--- config.mk ---
export PLATFORM = sky130hd
export DESIGN_NAME = serial_shifter
export DESIGN_NICKNAME = d
export VERILOG_FILES = /design/src/rtl/serial_shifter_pkg.sv /design/src/rtl/shift_left_1bit.sv /design/src/rtl/shift_right_1bit.sv /design/src/rtl/serial_shifter.sv
export SDC_FILE = /design/constraint.sdc
export NUM_CORES = 1
export LEC_CHECK = 0
export CAP_MARGIN = 10
export CORE_UTILIZATION = 50
export DETAILED_ROUTE_END_ITERATION = 10
export PLACE_DENSITY = 0.87
export SETUP_SLACK_MARGIN = 0.3
export SKIP_LAST_GASP = 1
export SLEW_MARGIN = 10
export SYNTH_ARGS = -nofsm -noshare
export SYNTH_HDL_FRONTEND = slang
export SYNTH_SLANG_ARGS = --single-unit
--- constraint.sdc ---
create_clock -name clk -period 7.06 [get_ports clk]
set_clock_uncertainty 0.15 [all_clocks]
set_input_delay 0.706 -clock clk [delete_from_list [all_inputs] [get_ports clk]]
set_output_delay 0.706 -clock clk [all_outputs]
set_load 0.02 [all_outputs]
--- src/rtl/serial_shifter_pkg.sv ---
// Shared constants for the iterative shifter.
// Op codes, FSM state encodings and the fill bit.
package serial_shifter_pkg;

    localparam logic [1:0] SHIFT_SLL = 2'b00;
    localparam logic [1:0] SHIFT_SRL = 2'b01;
    localparam logic [1:0] SHIFT_SRA = 2'b11;

    localparam logic ZERO = 1'b0;

    typedef enum logic [1:0] {
        IDLE  = 2'b00,
        SHIFT = 2'b01,
        DONE  = 2'b10
    } state_t;

endpackage

--- src/rtl/shift_left_1bit.sv ---
// Single-bit logical left shift stage.
// Purely combinational; fills the LSB with zero.
module shift_left_1bit
    import serial_shifter_pkg::*;
#(
    parameter int n = 32
) (
    input  logic [n-1:0] d,
    output logic [n-1:0] q
);

    assign q = {d[n-2:0], ZERO};

endmodule

--- src/rtl/shift_right_1bit.sv ---
// Single-bit right shift stage.
// arith selects sign fill (SRA) versus zero fill (SRL).
module shift_right_1bit
    import serial_shifter_pkg::*;
#(
    parameter int n = 32
) (
    input  logic [n-1:0] d,
    input  logic         arith,
    output logic [n-1:0] q
);

    assign q = {(arith ? d[n-1] : ZERO), d[n-1:1]};

endmodule

--- src/rtl/serial_shifter.sv ---
// Multi-cycle shifter for SLL/SRL/SRA: one bit per clock.
// busy stalls the pipeline; done pulses for one cycle with result.
module serial_shifter
    import serial_shifter_pkg::*;
#(
    parameter int N       = 32,
    parameter int SHAMT_W = 5
) (
    input  logic               clk,
    input  logic               rst,
    input  logic               start,
    input  logic [N-1:0]       a,
    input  logic [SHAMT_W-1:0] shamt,
    input  logic [1:0]         op,
    output logic               busy,
    output logic               done,
    output logic [N-1:0]       result
);

    state_t             state;
    logic [N-1:0]       sr;
    logic [SHAMT_W-1:0] cnt;
    logic [1:0]         op_r;

    logic [N-1:0]       sl_out;
    logic [N-1:0]       sr_out;
    logic [N-1:0]       next_sr;

    shift_left_1bit #(.n(N)) u_sll (
        .d (sr),
        .q (sl_out)
    );

    shift_right_1bit #(.n(N)) u_srx (
        .d     (sr),
        .arith (op_r[1]),
        .q     (sr_out)
    );

    // Reserved op keeps the value but still burns the same cycles.
    always_comb begin
        next_sr = sr;
        case (op_r)
            SHIFT_SLL: next_sr = sl_out;
            SHIFT_SRL: next_sr = sr_out;
            SHIFT_SRA: next_sr = sr_out;
            default:   next_sr = sr;
        endcase
    end

    always_ff @(posedge clk or posedge rst) begin
        if (rst) begin
            state  <= IDLE;
            sr     <= '0;
            cnt    <= '0;
            op_r   <= SHIFT_SLL;
            result <= '0;
        end else begin
            case (state)
                IDLE, DONE: begin
                    if (start) begin
                        sr   <= a;
                        cnt  <= shamt;
                        op_r <= op;
                        if (shamt == '0) begin
                            state  <= DONE;
                            result <= a;
                        end else begin
                            state <= SHIFT;
                        end
                    end else begin
                        state <= IDLE;
                    end
                end
                SHIFT: begin
                    sr  <= next_sr;
                    cnt <= cnt - SHAMT_W'(1);
                    if (cnt == SHAMT_W'(1)) begin
                        state  <= DONE;
                        result <= next_sr;
                    end
                end
                default: state <= IDLE;
            endcase
        end
    end

    assign busy = (state == SHIFT);
    assign done = (state == DONE);

endmodule

# After elaboration in Yosys (flattened, before gate mapping)
# Index checks and enable logic that the tools add are counted.
# totals
regBits,73
mem_count,0
romBits,0
latch_bits,0
ram_bits,0
out_inout_bits,34
# classes
shift,0
n_lt_le_gt_ge,0
n_bitwise,0
div_mod_pow,0
n_mul,0
n_eq_ne,8
n_reduce_logical,9
mux,14
addsub,1
# ops
cell,count
one-hot mux 32 bit (2 select lines),3
two-way mux 32 bit,4
one-hot mux 5 bit (2 select lines),1
two-way mux 2 bit,3
"equality test 5 x 1 -> 1 bit, second input constant",1
zero test 5 bit,1
two-way mux 5 bit,1
"subtractor 5 x 1 -> 5 bit, second input constant",1
"equality test 2 x 1 -> 1 bit, second input constant",2
"equality test 2 bit, second input constant",2
zero test 2 bit,2
"!= test 2 bit, second input constant",2
one-hot mux 2 bit (2 select lines),1
AND reduction 2 bit,2
AND reduction 4 bit,1
OR reduction 2 bit,2
"!= test 2 x 1 -> 1 bit, second input constant",1
nonzero test 2 bit,1
two-way mux 1 bit,1

# Depth between registers and ports, before layout
# logic_depth
ltp_word,5
ltp_mapped,8

# By module
# A second synthesis with hierarchy kept.
# unflattened
hier_cells,403
hier_area_um2,4511.8
# modules_own_cells
module,area_each_um2,instances,cells_each,seq_area_each_um2
serial_shifter,4028.9,1,338,1826.8
shift_left_1bit,244.0,1,33,0.0
shift_right_1bit,239.0,1,32,0.0

# Worst setup path before layout
# OpenSTA, ideal clock, no wires.
# synth_path
path_kind,input to register
from,input port shamt[3]
to,register result[10]
setup_slack_ns,4.758
t_required_ns,6.785
arrival_time_ns,2.026
path_buffers,2
path_stages,6
cell_sequence,or4_4 > nor2_2 > o211a_1 > buf_6 > buf_12 > mux2_4
# synth_via
elab_chain_len,3
# synth_lines
item,line,source
from (decl),serial_shifter.sv:13,"input logic [SHAMT_W-1:0] shamt,"
zero test 5 bit,serial_shifter.sv:65,if (shamt == '0) begin
!= test 2 bit (no line),--,
AND reduction 4 bit (no line),--,
to (signal assigned),serial_shifter.sv:80,result <= next_sr;
to (decl),serial_shifter.sv:17,output logic [N-1:0] result
# Every way passes these cells.
# A chain may end at the register's enable or synchronous reset.

# Worst setup path after layout
# layout_path
from,register state[0]
to,output port busy
# layout_via
elab_chain_len,1
# layout_lines
item,line,source
from (decl),serial_shifter.sv:20,state_t state;
from (signal assigned),serial_shifter.sv:53,state <= IDLE;
from (signal assigned),serial_shifter.sv:66,state <= DONE;
from (signal assigned),serial_shifter.sv:69,state <= SHIFT;
equality test 2 x 1 -> 1 bit,serial_shifter.sv:88,assign busy = (state == SHIFT);
to (decl),serial_shifter.sv:15,"output logic busy,"
# Every way passes these cells.

==> impl.org <==
** Logic synthesis
- Number of distinct library cell variants in the gate-level netlist after synthesis :: 35
- In this run, synthesis produced a sequential element count of 73.
- Summing the areas of all xor and xnor instances in the mapped netlist gives 0% of the synthesized area.
- Cell type with the largest total area after synthesis :: sky130_fd_sc_hd__dfrtp_1
- Summing the areas of all compound-gate instances in the mapped netlist gives 8.84% of the synthesized area.
- Most common library cells after synthesis :: sky130_fd_sc_hd__dfrtp_1 (73), sky130_fd_sc_hd__mux2_2 (56), sky130_fd_sc_hd__nand2_1 (38)
- Sorting the synthesized cells by area gives the leading types as sky130_fd_sc_hd__dfrtp_1 (45%), sky130_fd_sc_hd__mux2_2 (16%), sky130_fd_sc_hd__mux2_4 (10%), sky130_fd_sc_hd__mux2i_1 (6.7%), sky130_fd_sc_hd__o21ai_0 (4.4%).
- Part of the Yosys area used for sequential elements :: 45.4%
- After synthesis, the largest family of logic cells by area is multiplexers.
- Count of flip-flops with a built-in enable after synthesis :: 0
- In the synthesized netlist, mux cells make up 32.9% of the area.
- Number of warnings reported in the yosys synthesis log :: 0
- Top FF cell, synth :: sky130_fd_sc_hd__dfrtp_1
- Synthesis produced a netlist with a net count of 389.
- Netlist Area Pre-Place :: 0.00402 mm^2
- Of the total synthesized cell area, the portion taken by AND, OR, NAND and NOR gates is 7.62%.
- Adder-cell area share of the yosys netlist :: 0.622%
- Of the post-synthesis cell area, the dominant cell type holds 45.4%.
- Cells after Synth :: 345
- A synthesized cell averages 11.7 um^2.
- After synthesis, the share of flip-flops with an asynchronous set or reset is 100%.
- Most numerous cell in the Yosys netlist :: sky130_fd_sc_hd__dfrtp_1

** Clock tree
- CTS tree :: done
- Buffers inserted during post-CTS setup optimization :: 0
- CTS built an H-tree with a depth of 3.
- For the worst-skew pair, the clock arrives at the later sink with an insertion delay of 0.34 ns.
- Inserted Clock Buffers :: 9
- Clock transition at the register clock pins on the worst setup and hold paths after CTS :: 0.07 ns
- CTS placed an instance of sky130_fd_sc_hd__clkbuf_8 at the clock tree root.
- After clock tree synthesis, the repair step resized 0 gates.
- Clock buffer depth :: 2
- TritonCTS sink count :: 73
- Buffers inserted to repair hold after CTS numbered 0.

** Setup path
- The worst setup path is launched from a flop.
- Crit path required time :: 6.20 ns
- The worst setup path is of the reg -> out kind.
- Of all nets on the critical path, the largest fanout is 63.
- Kind of capture point of the worst setup path :: output port
- Data arrives at the worst endpoint at 2.87 ns.
- Depth of the worst register-to-register path :: 4

** Power and ir drop
- Per report_power, the combinational group accounts for 55.5% of the total.
- In this run the power spent charging and discharging nets is 1.02 mW.
- Switching Fraction :: 38.4%
- Peak supply drop :: 0.254 mV
- Sequential cells account for 32.5% of the total power.
- The internal portion of the total power is 1.63 mW.
- Summed over all cells, the static leakage comes to 2.14 nW.
- Total power divided by cell area :: 535 mW/mm^2
- The clock network is responsible for 12.0% of the overall power.

** Routing
- Dividing the detail-routed wire length by the instance count gives 16.0 um.
- DR iter-0 viols :: 214
- Number of optimization iterations in the first detailed-route pass :: 5
- Summed over all layers, the routed wires come to 8290 um.
- In the routed design, unresolved DRC markers number 0.
- The routed layout has 2,829 vias.
- Using the TritonRoute via totals, the vias-per-cell ratio works out to 5.47.
- Residual antenna-violating net count after detailed routing :: 0

** Placement
- Once placement completed, the tool counted placed cells totaling 501.
- At the end of routability-driven placement, the weighted congestion stood at 0.830.
- The wire-length estimate of the detail-placed layout is 5470 um.
- Buffers placed on the I/O ports in this run total 75.

** Cells and area
- Number of fill cells :: 628
- Layout Area Growth over Synthesis :: 23.2%
- For this run, the number of standard cells in the final layout without fillers is 517.
- Number of nets in the finished design :: 454
- Share of layout cells above drive strength 1 :: 25.8%
- Antenna cells :: 0

** Floorplan
- The initial utilization of the core area, before any placement, comes to 51.8%.
- After floorplanning, the core was sized to cover 0.00777 mm^2.
- Number of rows created at floorplan :: 32
- Die width :: 91.7 um
- Die footprint :: 0.00841 mm^2
- Die H :: 91.7 um
- 76 I/O pins were placed.

** Min path
- Worst hold stages :: 1
- The tightest min-delay check is of the reg -> reg type.

** STA
- Subtracting the final worst setup slack from the clock period gives 3.73 ns.
- Final cycle utilization of the critical path :: 52.8%
- Unrepaired setup endpoints after global routing :: no
- Worst slew margin relative to its limit :: 17.2%
- Fmax :: 268 MHz
- Setup violations remaining at the end of the flow were counted as 0.
- The final count of pins violating max slew is 0.
- For the final routed database, the setup TNS stands at 0 ns.
- The total count of hold-check failures in the final report came to 0.
- The tightest hold path in the finished design has a slack of 0.361 ns.
- Worst Tran Pin Value :: 1.24 ns

** Global routing
- The via count of the first global-routing pass came to 2,844.
- Antenna violations before repair :: 0
- Largest net degree at the start of global routing :: 74
- Across every metal layer, demand over resource in global routing totals 21.1%.
- Global-route wire length before repair :: 13,900 um
- The total overflow left after global routing is 0.

** Flow run
- Number of maximum-capacitance violations :: 0

** Run status
- The run finished with clean final reports.
layout make-up:
type	count	area, um^2	share of cell area (%)
clock buffers	13	149	3.01
clock inverters	3	40.0	0.808
multi-input cells	241	2010	40.6
inverters	7	26.3	0.530
repair buffers	78	773	15.6
well taps	102	128	2.58
flip-flops and latches	73	1830	36.9
critical path, stage by stage (launching register included):
cell and delay (ns):
sky130_fd_sc_hd__dfrtp_1 0.48, sky130_fd_sc_hd__nand2b_2 0.79, sky130_fd_sc_hd__clkinv_1 0.59, sky130_fd_sc_hd__clkdlybuf4s50_1 0.67
metrics by stage:
stage               worst slack [ns]  total power, mW  util [%]  cell area (um^2)
floorplan                       4.35             1.96         -              4020
global placement                3.55             2.27      61.4              4770
detailed placement              3.51             2.33      61.4              4770
CTS                             3.29             2.67      63.8              4950
global route                    3.07             2.83      63.8              4950
finish                          3.33             2.65      63.8              4950
power by group through the flow:
stage / Clock, mW / Sequential (mW) / Combinational, mW
floorplan: 0 / 0.877 / 1.08
global placement: 0 / 0.853 / 1.42
detailed placement: 0 / 0.863 / 1.47
finish: 0.318 / 0.862 / 1.47
CTS: 0.323 / 0.861 / 1.48
global route: 0.342 / 0.895 / 1.59
cell families after synthesis:
family | Yosys count
buffers and inverters | 31
adder cells (fa/ha/maj) | 2
AND/OR/NAND/NOR | 68
multiplexers | 111
AO/OA/AOI/OAI | 60
flip-flops | 73
layout by cell type, fill, tap and decap left out, types with 2 or more instances in the layout:
cell	synthesis	routed
sky130_fd_sc_hd__a211oi_1	5	5
sky130_fd_sc_hd__nor2b_1	3	3
sky130_fd_sc_hd__clkdlybuf4s50_1	0	75
sky130_fd_sc_hd__mux2i_1	27	27
sky130_fd_sc_hd__a21oi_1	5	5
sky130_fd_sc_hd__a221oi_1	2	2
sky130_fd_sc_hd__a221o_1	2	2
sky130_fd_sc_hd__mux2_4	28	28
sky130_fd_sc_hd__mux2_2	56	56
sky130_fd_sc_hd__ha_1	2	2
sky130_fd_sc_hd__nor3b_1	4	4
sky130_fd_sc_hd__dfrtp_1	73	72
sky130_fd_sc_hd__nor3_1	6	6
sky130_fd_sc_hd__o22ai_1	2	2
sky130_fd_sc_hd__nand2_1	38	38
sky130_fd_sc_hd__clkbuf_8	0	10
sky130_fd_sc_hd__buf_4	1	3
sky130_fd_sc_hd__a21o_1	4	4
sky130_fd_sc_hd__inv_1	6	5
sky130_fd_sc_hd__clkinv_2	0	2
sky130_fd_sc_hd__clkbuf_1	8	3
sky130_fd_sc_hd__o21ai_0	35	35
sky130_fd_sc_hd__nand2b_1	3	2
sky130_fd_sc_hd__nor2_1	10	10
worst paths after layout:
| path | start | endpoint | slack (ns) |
|---|---|---|---|
| hold reg to reg | result[22] | result[22] | 0.36 |
| hold / removal | result[22] | result[22] | 0.36 |
| setup reg to reg | state[0] | result[19] | 3.82 |
| setup / recovery | state[0] | busy | 3.33 |
| min in group asynchronous | rst | result[12] | 0.80 |
| max in group asynchronous | rst | op_r[0] | 5.32 |
per-layer routing:
metal | global-route usage (%) | routed length (um)
met3 | 3.40 | 310
met5 | 0 | 0
met1 | 28.4 | 3860
met2 | 34.0 | 4020
met4 | 8.86 | 93
state kept, by name, summed over array words and instances, names as in the netlist:
name    count
op_r        2
sr         32
cnt         5
result     32
state       2
(Power assumes the default switching activity.)
